## src/rtl/i2c_master_seq_pkg.sv

```systemverilog
// rtl/i2c_master_seq_pkg.sv - shared types and constants for the I2C master sequencer
package i2c_pkg;

  localparam int QUARTER_DEFAULT = 250;

  typedef enum logic [3:0] {
    S_IDLE     = 4'd0,
    S_START    = 4'd1,
    S_ADDR     = 4'd2,
    S_ADDR_ACK = 4'd3,
    S_WDATA    = 4'd4,
    S_WACK     = 4'd5,
    S_RDATA    = 4'd6,
    S_MACK     = 4'd7,
    S_STOP     = 4'd8
  } state_e;

  localparam logic [1:0] Q0 = 2'd0;
  localparam logic [1:0] Q1 = 2'd1;
  localparam logic [1:0] Q2 = 2'd2;
  localparam logic [1:0] Q3 = 2'd3;

  localparam logic RW_WRITE = 1'b0;
  localparam logic RW_READ  = 1'b1;

endpackage

```

## src/rtl/i2c_master_seq_if.sv

```systemverilog
// rtl/i2c_master_seq_if.sv - command handshake and two-wire bus bundle
interface i2c_master_seq_if;
  logic       req;
  logic [6:0] addr;
  logic       rw;
  logic [7:0] wdata;
  logic       ready;
  logic       done;
  logic       ack_err;
  logic [7:0] rdata;
  logic       scl;
  logic       sda_out;
  logic       sda_in;

  modport master (
    input  req, addr, rw, wdata, sda_in,
    output ready, done, ack_err, rdata, scl, sda_out
  );

  modport slave (
    output req, addr, rw, wdata, sda_in,
    input  ready, done, ack_err, rdata, scl, sda_out
  );
endinterface

```

## src/rtl/i2c_qtick_gen.sv

```systemverilog
// rtl/i2c_qtick_gen.sv - quarter-period tick and phase generator
module i2c_qtick_gen #(
  parameter int QUARTER = 250
) (
  input  logic       clk,
  input  logic       rst_n,
  input  logic       en_i,
  input  logic       clr_i,
  output logic       tick_o,
  output logic [1:0] phase_o
);
  localparam int CW = $clog2(QUARTER);

  logic [CW-1:0] cnt_q;
  logic [1:0]    phase_q;

  assign tick_o  = en_i && (cnt_q == CW'(QUARTER - 1));
  assign phase_o = phase_q;

  always_ff @(posedge clk or negedge rst_n) begin
    if (!rst_n) begin
      cnt_q   <= '0;
      phase_q <= '0;
    end else if (clr_i) begin
      cnt_q   <= '0;
      phase_q <= '0;
    end else if (en_i) begin
      if (tick_o) begin
        cnt_q   <= '0;
        phase_q <= phase_q + 2'd1;
      end else begin
        cnt_q <= cnt_q + CW'(1);
      end
    end
  end
endmodule

```

## src/rtl/i2c_master_seq.sv

```systemverilog
// rtl/i2c_master_seq.sv - single-byte I2C master: START, address, one data byte, STOP
module i2c_master_seq
  import i2c_pkg::*;
#(
  parameter int QUARTER = QUARTER_DEFAULT
) (
  input  logic             clk,
  input  logic             rst_n,
  i2c_master_seq_if.master bus
);
  state_e     state_q, state_d;
  logic [2:0] bit_cnt_q, bit_cnt_d;
  logic [6:0] addr_q;
  logic       rw_q;
  logic [7:0] wdata_q, shreg_q, rdata_q, tx_byte;
  logic       ack_err_q, done_q, scl_q, sda_q, scl_d, sda_d;
  logic       sync1_q, sync2_q;
  logic       tick, busy, accept, cell_end, smp_tick;
  logic [1:0] phase, phase_nx;

  assign busy     = (state_q != S_IDLE);
  assign accept   = bus.req && !busy;
  assign cell_end = tick && (phase == Q3);
  assign smp_tick = tick && (phase == Q1);

  i2c_qtick_gen #(.QUARTER(QUARTER)) u_qtick (
    .clk     (clk),
    .rst_n   (rst_n),
    .en_i    (busy),
    .clr_i   (accept),
    .tick_o  (tick),
    .phase_o (phase)
  );

  // Bus levels are computed for the quarter about to start, then registered.
  assign phase_nx = accept ? Q0 : (tick ? phase + 2'd1 : phase);

  always_ff @(posedge clk or negedge rst_n) begin
    if (!rst_n) begin
      state_q   <= S_IDLE;
      bit_cnt_q <= '0;
    end else begin
      state_q   <= state_d;
      bit_cnt_q <= bit_cnt_d;
    end
  end

  always_comb begin
    state_d   = state_q;
    bit_cnt_d = bit_cnt_q;
    case (state_q)
      S_IDLE:     if (accept) begin
                    state_d   = S_START;
                    bit_cnt_d = '0;
                  end
      S_START:    if (cell_end) state_d = S_ADDR;
      S_ADDR:     if (cell_end) begin
                    bit_cnt_d = bit_cnt_q + 3'd1;
                    if (bit_cnt_q == 3'd7) state_d = S_ADDR_ACK;
                  end
      // ack_err_q already holds the address ACK sample from q1 of this cell
      S_ADDR_ACK: if (cell_end) begin
                    if (ack_err_q)              state_d = S_STOP;
                    else if (rw_q == RW_WRITE)  state_d = S_WDATA;
                    else                        state_d = S_RDATA;
                  end
      S_WDATA:    if (cell_end) begin
                    bit_cnt_d = bit_cnt_q + 3'd1;
                    if (bit_cnt_q == 3'd7) state_d = S_WACK;
                  end
      S_WACK:     if (cell_end) state_d = S_STOP;
      S_RDATA:    if (cell_end) begin
                    bit_cnt_d = bit_cnt_q + 3'd1;
                    if (bit_cnt_q == 3'd7) state_d = S_MACK;
                  end
      S_MACK:     if (cell_end) state_d = S_STOP;
      S_STOP:     if (cell_end) state_d = S_IDLE;
      default:    state_d = S_IDLE;
    endcase
  end

  always_comb begin
    scl_d   = 1'b1;
    sda_d   = 1'b1;
    tx_byte = (state_d == S_ADDR) ? {addr_q, rw_q} : wdata_q;
    case (state_d)
      S_START: begin
        scl_d = (phase_nx != Q3);
        sda_d = (phase_nx == Q0) || (phase_nx == Q1);
      end
      S_STOP: begin
        scl_d = (phase_nx != Q0);
        sda_d = (phase_nx == Q2) || (phase_nx == Q3);
      end
      S_ADDR, S_WDATA: begin
        scl_d = (phase_nx == Q1) || (phase_nx == Q2);
        sda_d = tx_byte[3'd7 - bit_cnt_d];
      end
      S_ADDR_ACK, S_WACK, S_RDATA, S_MACK: begin
        scl_d = (phase_nx == Q1) || (phase_nx == Q2);
        sda_d = 1'b1;
      end
      default: begin
        scl_d = 1'b1;
        sda_d = 1'b1;
      end
    endcase
  end

  always_ff @(posedge clk or negedge rst_n) begin
    if (!rst_n) begin
      sync1_q   <= 1'b1;
      sync2_q   <= 1'b1;
      scl_q     <= 1'b1;
      sda_q     <= 1'b1;
      done_q    <= 1'b0;
      ack_err_q <= 1'b0;
      addr_q    <= '0;
      rw_q      <= 1'b0;
      wdata_q   <= '0;
      shreg_q   <= '0;
      rdata_q   <= '0;
    end else begin
      sync1_q <= bus.sda_in;
      sync2_q <= sync1_q;
      scl_q   <= scl_d;
      sda_q   <= sda_d;
      done_q  <= (state_q == S_STOP) && cell_end;
      if (accept) begin
        addr_q    <= bus.addr;
        rw_q      <= bus.rw;
        wdata_q   <= bus.wdata;
        ack_err_q <= 1'b0;
      end
      if (smp_tick) begin
        case (state_q)
          S_ADDR_ACK, S_WACK: if (sync2_q) ack_err_q <= 1'b1;
          S_RDATA: begin
            shreg_q <= {shreg_q[6:0], sync2_q};
            if (bit_cnt_q == 3'd7) rdata_q <= {shreg_q[6:0], sync2_q};
          end
          default: ;
        endcase
      end
    end
  end

  assign bus.ready   = !busy;
  assign bus.done    = done_q;
  assign bus.ack_err = ack_err_q;
  assign bus.rdata   = rdata_q;
  assign bus.scl     = scl_q;
  assign bus.sda_out = sda_q;
endmodule
```

## src/flat_wrapper.sv

```systemverilog
// flat-port wrapper written by rule: the top's interface ports become plain ports
module i2c_master_seq_flat import i2c_pkg::*;
#(
  parameter int QUARTER = QUARTER_DEFAULT
)
  (clk, rst_n, bus_req, bus_addr, bus_rw, bus_wdata, bus_sda_in, bus_ready, bus_done, bus_ack_err, bus_rdata, bus_scl, bus_sda_out);
  i2c_master_seq_if bus_i ();
  input  logic clk;
  input  logic rst_n;
  input wire logic [$bits(bus_i.req)-1:0] bus_req;
  input wire logic [$bits(bus_i.addr)-1:0] bus_addr;
  input wire logic [$bits(bus_i.rw)-1:0] bus_rw;
  input wire logic [$bits(bus_i.wdata)-1:0] bus_wdata;
  input wire logic [$bits(bus_i.sda_in)-1:0] bus_sda_in;
  output wire logic [$bits(bus_i.ready)-1:0] bus_ready;
  output wire logic [$bits(bus_i.done)-1:0] bus_done;
  output wire logic [$bits(bus_i.ack_err)-1:0] bus_ack_err;
  output wire logic [$bits(bus_i.rdata)-1:0] bus_rdata;
  output wire logic [$bits(bus_i.scl)-1:0] bus_scl;
  output wire logic [$bits(bus_i.sda_out)-1:0] bus_sda_out;
  assign bus_i.req = bus_req;
  assign bus_i.addr = bus_addr;
  assign bus_i.rw = bus_rw;
  assign bus_i.wdata = bus_wdata;
  assign bus_i.sda_in = bus_sda_in;
  assign bus_ready = bus_i.ready;
  assign bus_done = bus_i.done;
  assign bus_ack_err = bus_i.ack_err;
  assign bus_rdata = bus_i.rdata;
  assign bus_scl = bus_i.scl;
  assign bus_sda_out = bus_i.sda_out;
  i2c_master_seq #(.QUARTER(QUARTER)) u_core (.clk(clk), .rst_n(rst_n), .bus(bus_i));
endmodule
```

## config.mk

```make
export PLATFORM = sky130hd
export DESIGN_NAME = i2c_master_seq_flat
export DESIGN_NICKNAME = d
export VERILOG_FILES = /design/src/rtl/i2c_master_seq_pkg.sv /design/src/rtl/i2c_master_seq_if.sv /design/src/rtl/i2c_qtick_gen.sv /design/src/rtl/i2c_master_seq.sv /design/src/flat_wrapper.sv
export SDC_FILE = /design/constraint.sdc
export NUM_CORES = 1
export LEC_CHECK = 0
export BUFFER_PORTS_ARGS = -buffer_cell sky130_fd_sc_hd__buf_2
export CAP_MARGIN = 20
export CORE_AREA = 2 2 91 76
export DETAILED_ROUTE_END_ITERATION = 10
export DIE_AREA = 0 0 93 78
export GPL_ROUTABILITY_DRIVEN = 0
export SYNTH_ARGS = -nofsm -noshare
export SYNTH_HDL_FRONTEND = slang
export SYNTH_SLANG_ARGS = --single-unit
```

## constraint.sdc

```tcl
create_clock -name clk -period 2.9 [get_ports clk]
set_input_delay 0.145 -clock clk [delete_from_list [all_inputs] [get_ports clk]]
set_output_delay 0.145 -clock clk [all_outputs]
set_load 0.005 [all_outputs]
```

==> summary by stage, run 1 <==
Placement
The placed wire-length estimate is 4010 um. Once placement completed, the tool counted placed cells totaling 356. In this run the tool buffered the top-level ports with 32 buffer cells. The post-detailed-placement cell area is approximately 3100 um2.

Pwr
The static leakage is 1.54 nW. The highest ir drop seen on vdd is 0.324 mV. In this run the power density over the cells is between 500 and 600 nW/um2.

Setup path
Data on the critical path is required at its endpoint by around 3200 ps. The highest net fanout along the worst path is 8. In this run the critical register-to-register path is captured at u_core.bus.sda_out$_DFF_PN1_. Measured in cells, the most critical reg-to-reg path has a length of 12. In this run the register-to-register setup slack is 330 ps. Data on the critical path arrives at its endpoint at 2810 ps.

The worst setup path is launched from a register. The endpoint kind of the worst setup timing path is a register. The worst register-to-register path begins at u_core.state_q[0]$_DFF_PN0_. The critical path start-end classification is register to register.

GRT
The first global-routing pass estimated about 9500 um of wire. Global routing finished with a remaining overflow of 0. The initial antenna violation count is 0. Global routing used approximately 17% of the available tracks.

The number of global-route vias before repair was 1961. Entering global routing, the biggest net connects 35 pins.

Cells and area
The finished cells cover 3190 um2. The signed area change from the synthesized netlist to the final layout is 15.7%. After the flow finishes, the layout carries non-filler instances totaling 366. The share of the core filled with cells is 51.1%. The share of post-route cells with drive strength above 1 is 33.3%.

The antenna diode instance count is 0. The number of nets at the end of the flow is 311. In the layout the commonest cells are dfrtp_1, mux2_2, buf_2. The most common cell after layout, fill and taps aside is dfrtp_1.

STA
The fmax is between 300 and 400 MHz. The final setup violation count is 0. The clock arrives with 13.8 ps of skew. The transition at the pin with the smallest max-transition slack is 753 ps.

On the final layout, the worst hold slack is 59.9 ps. The final hold violation count is 0. Setup repair after global routing left no endpoint under its margin. Setup total negative slack on the finished layout was measured at 0 ps. The worst slew margin relative to its limit is 49.7%. The final period utilization is between 80% and 90%. For the finished layout, the period the worst path requires is 2570 ps. The number of max-slew violations in the final report is 0.

Synthesis
Yosys attributes the largest share of cell area to dfrtp_1, mux2_2, ha_1, dfstp_2, o21ai_0. The count of synthesis-stage warnings from yosys is 0. The number of nets in the synthesized netlist is 269.

For this run, asynchronously set or reset flops after synthesis account for 100%. Synthesis inferred 54 register bits. The post-synthesis cell type with the largest combined area is dfrtp_1.

Sequential elements use 49.2% of the synthesized area. Of the post-synthesis cell area, the dominant cell type holds 45.4%. Among all flip-flop cells after synthesis, the most frequent one is dfrtp_1. The summed instance area of the synthesized netlist is 2760 um2.

The number of enable flip-flop cells after synthesis is 0. The number of instances in the synthesized netlist is about 240. After synthesis, the netlist uses 53 different library cells. Averaged over all synthesized cells, the footprint is approximately 12 um2.

Routing
The routed wire length is approximately 5500 um. Using the TritonRoute via totals, the vias-per-cell ratio works out to ~5.4. The post-detailed-route wirelength per cell is 15.2 um. The detailed router placed 1991 vias in this run. The pre-antenna-repair detailed-routing pass consisted of 4 iterations. The initial DRC count is between 100 and 150. The DRC violation count after routing is 0. Once detail routing completed, the nets flagged for antenna violations numbered 0.

Clock network
The clock input transition at the sequential cells of the worst setup and hold paths is 100 ps. The deepest clock path buffer count is 2. In this run the clock root is driven by a clkbuf_8.

TritonCTS created 5 clock buffers. The TritonCTS clock tree is yes. Counting every sink on the clock net gives 54. The post-CTS repair timing setup buffer count is 0. The number of hold-repair buffers added at the cts stage is 2. The source-to-sink clock delay at the later pin of the worst-skew pair is 320 ps. The H-tree level count is 2.

Gates resized during post-CTS repair numbered 0.

Die
For this configuration, the core starts out at a cell density of between 40% and 50%. For this design the top-level I/O count stands at 33. The die area is around 7300 um2. The overall die height is approximately 80 um.

The number of rows created at floorplan is 26. The core outline area is about 6200 um2. Measured along the x axis, the die boundary spans 93 um.

Job
Across the run, the number of max-cap violations was 0.

Run status
The run finished with clean final reports.

Hold path
The destination of the worst hold path is u_core.wdata_q[1]$_DFFE_PN0P_. The startpoint identified for the worst hold timing path is bus_wdata[1]. The number of stages on the worst hold path is 2. The min-delay analysis places its worst path in the category input port to register.
logic make-up (layout without fill, tap and decap cells):
kind of cell	after synthesis	after routing	share of synthesized area (%)
buffers and inverters	13	56	1.86
muxes	40	40	16.0
AOI/OAI and AO/OA	53	53	13.6
xor gates and xnor gates	3	3	0.953
DFF	54	54	49.2
and+or+nand+nor	66	66	13.9
adders and majority gates	10	10	4.54
worst max-delay path by stage:
| stage | startpoint | slack, ps | cells after the start | end |
|---|---|---|---|---|
| finish | u_core.state_q[0]$_DFF_PN0_ | 330 | 12 | u_core.bus.sda_out$_DFF_PN1_ |
| detailed placement | u_core.u_qtick.cnt_q[1]$_DFFE_PN0P_ | 410 | 11 | u_core.bus.sda_out$_DFF_PN1_ |
| global route | u_core.state_q[0]$_DFF_PN0_ | 140 | 12 | u_core.bus.sda_out$_DFF_PN1_ |
| CTS | u_core.state_q[0]$_DFF_PN0_ | 350 | 12 | u_core.bus.sda_out$_DFF_PN1_ |
| floorplan | u_core.state_q[3]$_DFF_PN0_ | 470 | 12 | u_core.bus.sda_out$_DFF_PN1_ |
| global placement | u_core.state_q[0]$_DFF_PN0_ | 500 | 12 | u_core.bus.sda_out$_DFF_PN1_ |
report_power, final:
part           switching [W]  internal, W
logic               0.000121     0.000118
registers           0.000105     0.000843
clock network       0.000263     0.000284
routing by layer:
metal	track usage [%]	part of all wire, %
met5	0	0
met4	5.88	1.4
met3	2.91	3.5
met2	24.0	43
met1	24.8	53
worst max-delay path, stage by stage, from the launching register on:
cell and delay, ps:
dfrtp_1 390, nor2_1 250, nand2_1 160, inv_2 150
nor3_2 80, buf_4 150, xnor2_1 140, a21oi_1 280
inv_1 130, ha_1 240, nor2_1 110, o221ai_1 130
a211o_1 290
through the flow:
stage | setup WS (ps) | power (W)
after floorplan | 465 | 0.00111
after global placement | 501 | 0.00119
after detailed placement | 408 | 0.00120
after CTS | 349 | 0.00175
after global routing | 137 | 0.00183
final | 332 | 0.00173
Yosys cell counts, types with 3 or more instances:
master    number
nand2_1       11
ha_1          10
mux2i_1        8
inv_1          6
nand4_1        4
o21ai_0       17
clkbuf_1       4
a31oi_1        3
o21a_1         3
nand3_1        5
nor2_1        21
mux2_2        32
nand2b_1       3
a21oi_1        9
dfrtp_1       50
dfstp_2        4
nor2b_1        3
flip-flops by register name, summed over array words and instances, names as in the netlist:
signal and flops:
u_core.shreg_q 7, u_core.u_qtick.phase_o 2, u_core.sync2_q 1, u_core.wdata_q 8, u_core.bus.ack_err 1, u_core.bus.done 1, u_core.rw_q 1, u_core.addr_q 7
u_core.bus.scl 1, u_core.bit_cnt_q 3, u_core.state_q 4, u_core.u_qtick.cnt_q 8, u_core.bus.rdata 8, u_core.bus.sda_out 1, u_core.sync1_q 1
final cells by class:
cell class                      instances  area (um2)
Fill cell                             567        3050
Timing Repair Buffer                   41         233
Tap cell                               84         105
Clock inverter                          2        38.8
Clock buffer                            6        82.6
Inverter                                7        26.3
Sequential cell                        54        1360
Multi-Input combinational cell        172        1350
Note: power is estimated with default switching activity, not from simulation.
==> run 2, diff against run 1 <==
--- a/config.mk
+++ b/config.mk
@@ -7,10 +7,10 @@
 export LEC_CHECK = 0
 export BUFFER_PORTS_ARGS = -buffer_cell sky130_fd_sc_hd__buf_2
 export CAP_MARGIN = 20
-export CORE_AREA = 2 2 91 76
+export CORE_AREA = 2 2 67 101
 export DETAILED_ROUTE_END_ITERATION = 10
-export DIE_AREA = 0 0 93 78
-export GPL_ROUTABILITY_DRIVEN = 0
+export DIE_AREA = 0 0 69 103
+export GPL_ROUTABILITY_DRIVEN = 1
 export SYNTH_ARGS = -nofsm -noshare
 export SYNTH_HDL_FRONTEND = slang
 export SYNTH_SLANG_ARGS = --single-unit
==> run 2 against run 1 <==
Against the previous run: clock power decreased by 21%; utilization decreased by 1.4 points; sequential power about the same; register-to-register slack got worse by 60 ps; maximum frequency decreased by 2.3%; wire length increased by 4.1%; worst setup slack got worse by 59 ps; critical endpoint unchanged; largest power group unchanged.
==> summary by stage, run 2 (synthesis results as in run 1) <==
Die
The number of rows created at floorplan is 36. The die covers 7110 um2. In this run the vertical extent of the chip is 103 um. The die is 69 um wide. During I/O placement, the number of pins put on the boundary was 33. Once the floorplan was initialized, standard cells occupied between 40 and 50% of the core. The core outline area is 6310 um2.

Clock network
TritonCTS built the clock tree. The H-tree level count is 2. For the worst-skew pair, the clock arrives at the later sink with an insertion delay of 310 ps. The total clock sinks is 54. The root buffer cell chosen for the clock tree is clkbuf_8. The post-CTS repair timing setup buffer count is 0. The clock passes through at most 2 buffers.

Clock-pin slew was measured on the worst setup and hold paths at around 100 ps. After clock tree synthesis, the repair step resized 0 gates. The number of clock buffers added by TritonCTS is 5.

GRT
The number of global-route vias before repair was between 2000 and 2500. The maximum number of pins on one net before global-route repair is 39. The overflow left after global routing is 0. The aggregate global-route resource usage is 17.4%. The initial antenna violation count is 0. The first global-routing pass estimated between 9000 and 10000 um of wire.

Setup path
The worst register-to-register path begins at u_core.state_q[2]$_DFF_PN0_. STA classifies the critical path startpoint as a register. The critical path start-end classification is register to register. The setup check on the worst reg-to-reg path leaves a slack of 270 ps.

The endpoint identified for the worst register-to-register timing path is u_core.bus.sda_out$_DFF_PN1_. The critical path goes through nor2_1 -> nand2_1 -> inv_2 -> nor3_2 -> mux2_2 -> a21oi_1 -> inv_1 -> ha_1 -> nor2_1 -> o221ai_1 -> a211o_1. The endpoint required time on the critical path is between 3000 and 4000 ps. In this design, the stage delay of the slowest critical-path cell is just over 600 ps.

The most numerous cell type found on the critical path is nor2_1. The arrival time reported for the critical path endpoint is 2870 ps. Of all nets on the critical path, the largest fanout is 14.

The slowest cell on the critical path is dfrtp_1. The endpoint kind of the worst setup timing path is a register. The worst-case reg-to-reg path depth is 11.

STA
The number of max-slew violations in the final report is 0. Setup repair after global routing left no endpoint under its margin. Setup violations remaining at the end of the flow were counted as 0. Dividing the final minimum period by the clock period gives 90.6%.

Subtracting the final worst setup slack from the clock period gives 2630 ps. The final hold violation count was 0. Timing would allow up to approximately 380 MHz. For the final database, setup skew stands at approximately 11 ps.

In the final timing run, aggregate negative setup slack is 0 ps. The worst slew margin relative to its limit is 44.6%. The transition at the pin with the smallest max-transition slack is 831 ps.

Routing
The DRC violation count after routing is 0. In the routed layout, each cell is associated on average with a via count of 5.60. The post-detailed-route wirelength per cell is about 16 um. Detailed routing inserted a total of 1994 vias. The routed wire length is 5770 um. The first routing iteration left 57 violations. Once detail routing completed, the nets flagged for antenna violations numbered 0. The first detailed-routing pass ran for 4 iterations.

Job
The max-capacitance violation count is 0.

Cells and area
In the final layout, the multi-input gates occupy about 1400 um2. Cells fill 49.7% of the core in the end. The number of nets at the end of the flow is between 300 and 400. In the final layout, flip-flops and latches occupy 1360 um2.

The layout filler cell count is 591. The signed area change from the synthesized netlist to the final layout is 13.6%. The library cell used most frequently in the layout, excluding fill and tap cells, is dfrtp_1. The share of post-route cells with drive strength above 1 is between 30% and 40%. Once layout is complete, the cells apart from fillers number around 360. The antenna diode instance count is 0.

In the layout the commonest cells are dfrtp_1, mux2_2, buf_2.

Placement
The placed instance count is 346. Detailed placement finished with a half-perimeter wire length of 4390 um. At the end of routability-driven placement, the weighted congestion stood at 0.870. The port buffer count is 32.

Hold path
The destination of the worst hold path is u_core.addr_q[6]$_DFFE_PN0P_. The origin of the worst min-delay path is bus_addr[6]. The worst hold path passes through 2 cells. The path type of the worst min-delay path is input port to register.

Pwr
The static leakage is 1.52 nW. The highest ir drop seen on vdd is approximately 0.31 mV. Power spread over the standard cell area amounts to 517 nW/um2.

Run status
The flow ran to the end, and the final reports show no timing, DRC or antenna violations.
## run 2: cell count changes in the layout (fill, tap and decap cells not counted)
cell,previous run,this run
buf_4,7,5
bufinv_16,1,0
clkinv_2,0,2
clkbuf_8,6,5
## run 2: report_power, final
part | total, W | switching (W) | leakage (nW) | internal [W]
clock network | 0.000430 | 0.000259 | 0.0483 | 0.000171
logic | 0.000239 | 0.000121 | 0.776 | 0.000118
registers | 0.000951 | 0.000107 | 0.692 | 0.000843
## run 2: final cells by class
cell class	instances	area share, %
flip-flops and latches	54	43.3
multi-input cells	172	43.1
repair buffers	39	6.95
well taps	76	3.04
clock buffers	5	2.20
inverters	7	0.839
clock inverters	3	0.599
## run 2: worst max-delay path by stage
stage	from	end	slack, ps
3_5_place_dp	u_core.state_q[2]$_DFF_PN0_	u_core.bus.sda_out$_DFF_PN1_	290
3_3_place_gp	u_core.state_q[2]$_DFF_PN0_	u_core.bus.sda_out$_DFF_PN1_	410
4_1_cts	u_core.state_q[2]$_DFF_PN0_	u_core.bus.sda_out$_DFF_PN1_	280
6_report	u_core.state_q[2]$_DFF_PN0_	u_core.bus.sda_out$_DFF_PN1_	270
5_1_grt	u_core.state_q[2]$_DFF_PN0_	u_core.bus.sda_out$_DFF_PN1_	20
2_1_floorplan	u_core.state_q[3]$_DFF_PN0_	u_core.bus.sda_out$_DFF_PN1_	470
## run 2: timing repair
action / 4_1_cts / 5_1_grt
setup endpoints to repair: 0 / 0
hold endpoints to repair: 35 / 0
hold buffers: 2 / 0
## run 2: layer usage
layer	vias to the layer above	track usage (%)	routed length (um)
met5	-	0	0
met4	0	8.60	107
met3	9	2.25	146
met2	35	32.9	3180
met1	993	19.1	2340
li1	957	-	-
## run 2: worst max-delay path: cells and delay by family (launching register included)
family,cells,cell delay [ps]
adders and majority gates,1,190
and+or+nand+nor,4,550
muxes,1,360
AOI/OAI and AO/OA,3,650
buffers and inverters,2,200
DFF,1,610
## run 2: per-stage QoR
stage                     worst slack [ps]  power (W)  area, um2  hold WS [ps]
after floorplan                        465    0.00111       2760          -151
after global placement                 410    0.00120       3030           251
after detailed placement               292    0.00121       3030           254
after CTS                              279    0.00164       3130          49.3
after global routing                  23.4    0.00172       3130          46.2
final                                  273    0.00162       3130          57.8
